`config.mk`:
```
export PLATFORM = sky130hd
export DESIGN_NAME = seg_scan_scheduler
export DESIGN_NICKNAME = d
export VERILOG_FILES = /design/src/rtl/seg_pkg.sv /design/src/rtl/seg_scan_scheduler_hex_to_sseg.sv /design/src/rtl/seg_scan_scheduler.sv
export SDC_FILE = /design/constraint.sdc
export NUM_CORES = 1
export LEC_CHECK = 0
export CORE_MARGIN = 2
export CORE_UTILIZATION = 45
export DETAILED_ROUTE_END_ITERATION = 6
export GPL_TIMING_DRIVEN = 0
export PLACE_DENSITY = 0.7
export REMOVE_ABC_BUFFERS = 1
export SYNTH_ARGS = -nofsm -noshare
export SYNTH_HDL_FRONTEND = slang
export SYNTH_SLANG_ARGS = --single-unit
```
`constraint.sdc`:
```
create_clock -name clk_out -period 5.8 [get_ports clk_out]
set_input_delay 0.58 -clock clk_out [delete_from_list [all_inputs] [get_ports clk_out]]
set_output_delay 0.58 -clock clk_out [all_outputs]
set_load 0.005 [all_outputs]
```
`src/rtl/seg_pkg.sv`:
```
// Shared constants and types for the seven-segment scan scheduler.
// Segment codes are active-low, bit order G F E D C B A p.
package seg_pkg;

  localparam logic [7:0] SEG_OFF = 8'hFF;
  localparam logic [3:0] AN_OFF  = 4'b1111;

  localparam logic [7:0] SEG_HEX [16] = '{
    8'h81, 8'hF3, 8'h49, 8'h61, 8'h33, 8'h25, 8'h05, 8'hF1,
    8'h01, 8'h31, 8'h11, 8'h07, 8'h8D, 8'h43, 8'h0D, 8'h1D
  };

  typedef enum logic [1:0] {
    ST_PARK,
    ST_BLANK,
    ST_SCAN
  } scan_state_t;

  function automatic logic [1:0] lowest_idx(input logic [3:0] mask);
    logic [1:0] r;
    r = 2'd0;
    for (int i = 3; i >= 0; i--) begin
      if (mask[i]) r = 2'(i);
    end
    return r;
  endfunction

endpackage

```
`src/rtl/seg_scan_scheduler_hex_to_sseg.sv`:
```
// Hex nibble to active-low seven-segment code, decimal point left off.
module hex_to_sseg
  import seg_pkg::*;
(
  input  logic [3:0] nib,
  output logic [7:0] seg
);

  always_comb begin
    seg = SEG_HEX[nib];
  end

endmodule

```
`src/rtl/seg_scan_scheduler.sv`:
```
// Scan scheduler for four multiplexed hex digits: dwell, blanking, digit
// skipping and frame-aligned updates of the displayed set.
//
// state    | meaning
// ---------+-----------------------------------------------------------
// ST_PARK  | no digit enabled; display dark, always ready for an update
// ST_BLANK | dead time after a digit, all anodes off
// ST_SCAN  | digit idx driven for DWELL cycles
module seg_scan_scheduler
  import seg_pkg::*;
#(
  parameter int DWELL = 4,
  parameter int BLANK = 1
)
(
  input  logic        clk_out,
  input  logic        reset,
  input  logic        upd_valid,
  input  logic [15:0] upd_val,
  input  logic [3:0]  upd_dp,
  input  logic [3:0]  upd_en,
  output logic        upd_ready,
  output logic [7:0]  sseg,
  output logic [3:0]  AN,
  output logic        frame_start,
  output logic [1:0]  digit_idx
);

  localparam int CMAX = (DWELL > BLANK) ? DWELL : BLANK;
  localparam int CW   = (CMAX > 1) ? $clog2(CMAX) : 1;
  localparam logic [CW-1:0] DW_LAST = CW'(DWELL - 1);
  localparam logic [CW-1:0] BL_LAST = CW'(BLANK - 1);

  scan_state_t   state, state_n;
  logic [CW-1:0] cnt, cnt_n;
  logic [1:0]    idx, idx_n;
  logic          bnd_pend, bnd_n;
  logic          fs_n;
  logic [15:0]   val;
  logic [3:0]    dp;
  logic [3:0]    en;

  logic [1:0]    cand;
  logic [1:0]    nxt_idx;
  logic          wrap;
  logic          boundary;
  logic          last_blank;
  logic          xfer;
  logic [7:0]    seg_raw;

  hex_to_sseg u_dec (
    .nib (val[{idx, 2'b00} +: 4]),
    .seg (seg_raw)
  );

  // Next enabled digit strictly above idx, wrapping; landing at or below idx
  // means the frame is complete.
  always_comb begin
    cand    = idx;
    nxt_idx = idx;
    for (int k = 3; k >= 1; k--) begin
      cand = idx + 2'(k);
      if (en[cand]) nxt_idx = cand;
    end
    wrap = (nxt_idx <= idx);
  end

  assign last_blank = (state == ST_BLANK) && (cnt == BL_LAST);
  assign boundary   = bnd_pend || wrap;
  assign upd_ready  = (state == ST_PARK) || (last_blank && boundary);
  assign xfer       = upd_valid && upd_ready;

  always_comb begin
    state_n = state;
    cnt_n   = cnt;
    idx_n   = idx;
    bnd_n   = bnd_pend;
    fs_n    = 1'b0;
    case (state)
      ST_SCAN: begin
        if (cnt == DW_LAST) begin
          state_n = ST_BLANK;
          cnt_n   = '0;
        end else begin
          cnt_n = cnt + 1'b1;
        end
      end
      ST_BLANK: begin
        if (cnt == BL_LAST) begin
          cnt_n = '0;
          bnd_n = 1'b0;
          if (!boundary) begin
            state_n = ST_SCAN;
            idx_n   = nxt_idx;
          end else if (xfer && (upd_en == 4'b0000)) begin
            state_n = ST_PARK;
          end else begin
            state_n = ST_SCAN;
            fs_n    = 1'b1;
            idx_n   = xfer ? lowest_idx(upd_en) : lowest_idx(en);
          end
        end else begin
          cnt_n = cnt + 1'b1;
        end
      end
      ST_PARK: begin
        if (xfer && (upd_en != 4'b0000)) begin
          state_n = ST_BLANK;
          cnt_n   = '0;
          bnd_n   = 1'b1;
        end
      end
      default: begin
        state_n = ST_BLANK;
        cnt_n   = '0;
        bnd_n   = 1'b1;
      end
    endcase
  end

  always_ff @(posedge clk_out) begin
    if (reset) begin
      state       <= ST_BLANK;
      cnt         <= '0;
      idx         <= 2'd3;
      bnd_pend    <= 1'b1;
      frame_start <= 1'b0;
      val         <= 16'h0000;
      dp          <= 4'b0000;
      en          <= 4'b1111;
    end else begin
      state       <= state_n;
      cnt         <= cnt_n;
      idx         <= idx_n;
      bnd_pend    <= bnd_n;
      frame_start <= fs_n;
      if (xfer) begin
        val <= upd_val;
        dp  <= upd_dp;
        en  <= upd_en;
      end
    end
  end

  always_comb begin
    AN   = AN_OFF;
    sseg = SEG_OFF;
    if (state == ST_SCAN) begin
      AN   = ~(4'b0001 << idx);
      sseg = seg_raw & ~{7'b0, dp[idx]};
    end
  end

  assign digit_idx = idx;

endmodule
```
==> impl_metrics.ini <==
[run_status]
status = completed

[cts]
h-tree-depth = 2
cts_buffers = 5
worstSkewPairLatency_ps = 280
clock_sinks = 32
clk_path_buf_depth = 2
cts_root_buf = clkbuf_8
postCtsSetupBuffers = 0
cts_tree = done
clkTransAtPathRegs_ps = 70

[yosys]
synth_flop_cell = dfxtp_1
synthTopCellsByArea = dfxtp_1, ha_1, a21oi_1
synth_cell_types = 43
synth.cell_area_sq_um = 2110
synth_warnings = 0
synth_cells = 251
yosysTopAreaCellShare_pct = 30.4
ys_seq_elements = 32
syn_area_per_cell_sq_um = 8.40
synthArstFlopShare_pct = 0
synth-edff-count = 0
synth-seq-area-share_pct = 30.4
synth_largest_area_cell = dfxtp_1

[sta]
slew_headroom_pct = 15.7
slew_viol_final = 0
max_freq_mhz = 197
hold_violations = 0
clock_skew_ps = 5.36
finalCriticalPeriod_ps = 5060
setup_violations = 0
fin_crit_sh_pct = 87.3
hold_ws_ps = 471
rsz0062_at_grt = no
tns_ps = 0
worst_slew_pin_slew_ps = 1260

[layout]
post-route-util_pct = 58.8
nNetsFinal = 326
fillers = 437
layout-drive-gt1-share_pct = 5.65
final_cells = 335
antenna_cells = 0
syn_to_final_growth_pct = 24.0
final_area_sq_um = 2620

[placement]
dp_hpwl_microns = 3150
port_buffers = 42
placedInstanceArea_sq_um = 2500
gp_congestion = 0.787
place_inst = 327

[setup_path]
arrival_ps = 4480
regToRegStartpoint = digit_idx[0]
ff2ff_path_depth = 12
end_kind = output port
r2r-end = en[1]
crit_fanout = 25
rrSetupSlack_ps = 1460
crit_chain = inv_1, ha_1, mux2_1, a22oi_2, xnor2_1, ha_1, a21oi_1, o21ai_2, a21oi_4, inv_1, clkdlybuf4s50_1
worstPathRequired_ps = 5220
max_stage_delay_ps = 860
cp-start-kind = register
setup.worst_path.class = register to output port
cpMaxStageDelayCell = dfxtp_1

[die]
die_w_microns = 72.5
die_area_sq_um = 5250
initial_core_util_pct = 47.5
rows = 24
die_y_microns = 72.5
num_io_pins = 43
core_sq_um = 4440

[route]
vias = 1913
drt_iter0_markers = 92
routedWlPerCell_microns = 13.9
routed_wl_microns = 4650
postRouteAntennaNets = 0
drt-vias-per-instance = 5.71
drc = 0
drt_first_pass_iters = 4

[worst_hold_path]
hold_depth = 2
min_from = val[4]
worstHoldPathType = register to register
hold_path_end = val[4]

[grt]
grt_pass1_wl_microns = 8070
grt_max_degree = 36
overflow = 0
first_global_vias = 1786
antenna_found_initial = 0
grt_usage_pct = 19.2

[power_and_ir_drop]
p_per_area_nw_per_um2 = 470
vdd_drop_max_v = 0.000278
p_leak_nw = 1.04

[flow_run]
max_cap_violations = 0
## sequential cells by signal (all words and copies together) (netlist names)
name         cells
dp               4
cnt              2
state            2
val             16
digit_idx        2
frame_start      1
en               4
bnd_pend         1
## worst max-delay path: cells and delay by family, from the launching register on
kind	cells	cell delay [ps]
multiplexers	1	340
adder cells (fa/ha/maj)	2	630
flip-flops	1	860
buffers and inverters	3	1260
AO/OA/AOI/OAI	4	950
XOR/XNOR	1	150
## how the worst max path moves through the flow
| stage | start | to | slack, ps | cells past startpoint |
|---|---|---|---|---|
| detailed placement | digit_idx[0] | upd_ready | 100 | 11 |
| floorplan | digit_idx[0] | en[0] | 1640 | 12 |
| global route | digit_idx[0] | upd_ready | 350 | 11 |
| global placement | digit_idx[0] | upd_ready | 170 | 11 |
| finish | digit_idx[0] | upd_ready | 740 | 11 |
| CTS | digit_idx[0] | upd_ready | 380 | 11 |
## layout by cell type, fill, tap and decap left out, types with 5 or more instances in the layout
| cell type | count |
|---|---|
| ha_1 | 17 |
| a21oi_1 | 33 |
| clkbuf_8 | 5 |
| a211o_1 | 5 |
| nand2_1 | 15 |
| nor2_1 | 7 |
| clkdlybuf4s50_1 | 42 |
| nor2b_1 | 5 |
| inv_1 | 14 |
| nor3_1 | 5 |
| mux2i_1 | 6 |
| nand3_1 | 23 |
| o21ai_0 | 26 |
| dfxtp_1 | 32 |
## power breakdown
part	total [W]	leakage, nW	internal [W]	switching [W]
logic	0.000659	0.723	0.000305	0.000354
registers	0.000360	0.263	0.000287	0.0000732
clock network	0.000210	0.0552	0.000127	0.0000831
total	0.00123	1.04	0.000719	0.000510
## kinds of logic after synthesis
kind of cell	Yosys count	synth area share (%)
AOI/OAI and AO/OA	81	22.9
and+or+nand+nor	73	17.7
buffers and inverters	33	7.35
DFF	32	30.4
adders and majority gates	17	10.1
muxes	14	11.2
xor gates and xnor gates	1	0.415
## final cells by class
cell class	count	area, sq um	share of cell area, %
timing repair buffer	42	420	16.1
multi-input combinational	186	1330	50.7
sequential	32	641	24.5
tap	52	65.1	2.49
clock inverter	2	35.0	1.34
clock buffer	6	72.6	2.78
inverter	15	56.3	2.15
## through the flow
stage	setup WS, ps	power, W
5_1_grt	350	0.00134
6_report	736	0.00123
4_1_cts	379	0.00123
3_3_place_gp	175	0.000993
2_1_floorplan	1640	0.000805
3_5_place_dp	98.4	0.00101
## Yosys cell counts (all sizes together), types with 4 or more instances
cell	count
a21oi	34
dfxtp	32
o21ai	29
nand3	23
ha	17
inv	15
nand2	15
buf	10
clkbuf	8
nor2	7
mux2i	6
mux4	6
a211o	5
nor2b	5
nor3	5
and3	4
nand2b	4
o221ai	4
## metal layers
metal | share of wire (%) | vias up | GRT usage, %
met5 | 0 | - | 0
met4 | 0.86 | 0 | 5.56
met3 | 4.7 | 4 | 3.75
met2 | 45 | 52 | 29.8
met1 | 49 | 887 | 27.2
li1 | - | 970 | -
## what timing repair did
| item | in CTS | in global routing |
|---|---|---|
| resized for setup | 1 | 1 |
| endpoints found under the setup margin | 1 | 1 |
| cloned | 0 | 0 |
| hold buffers | 0 | 0 |
| hold endpoints to repair | 0 | 0 |
Note: power is estimated with default switching activity, not from simulation.
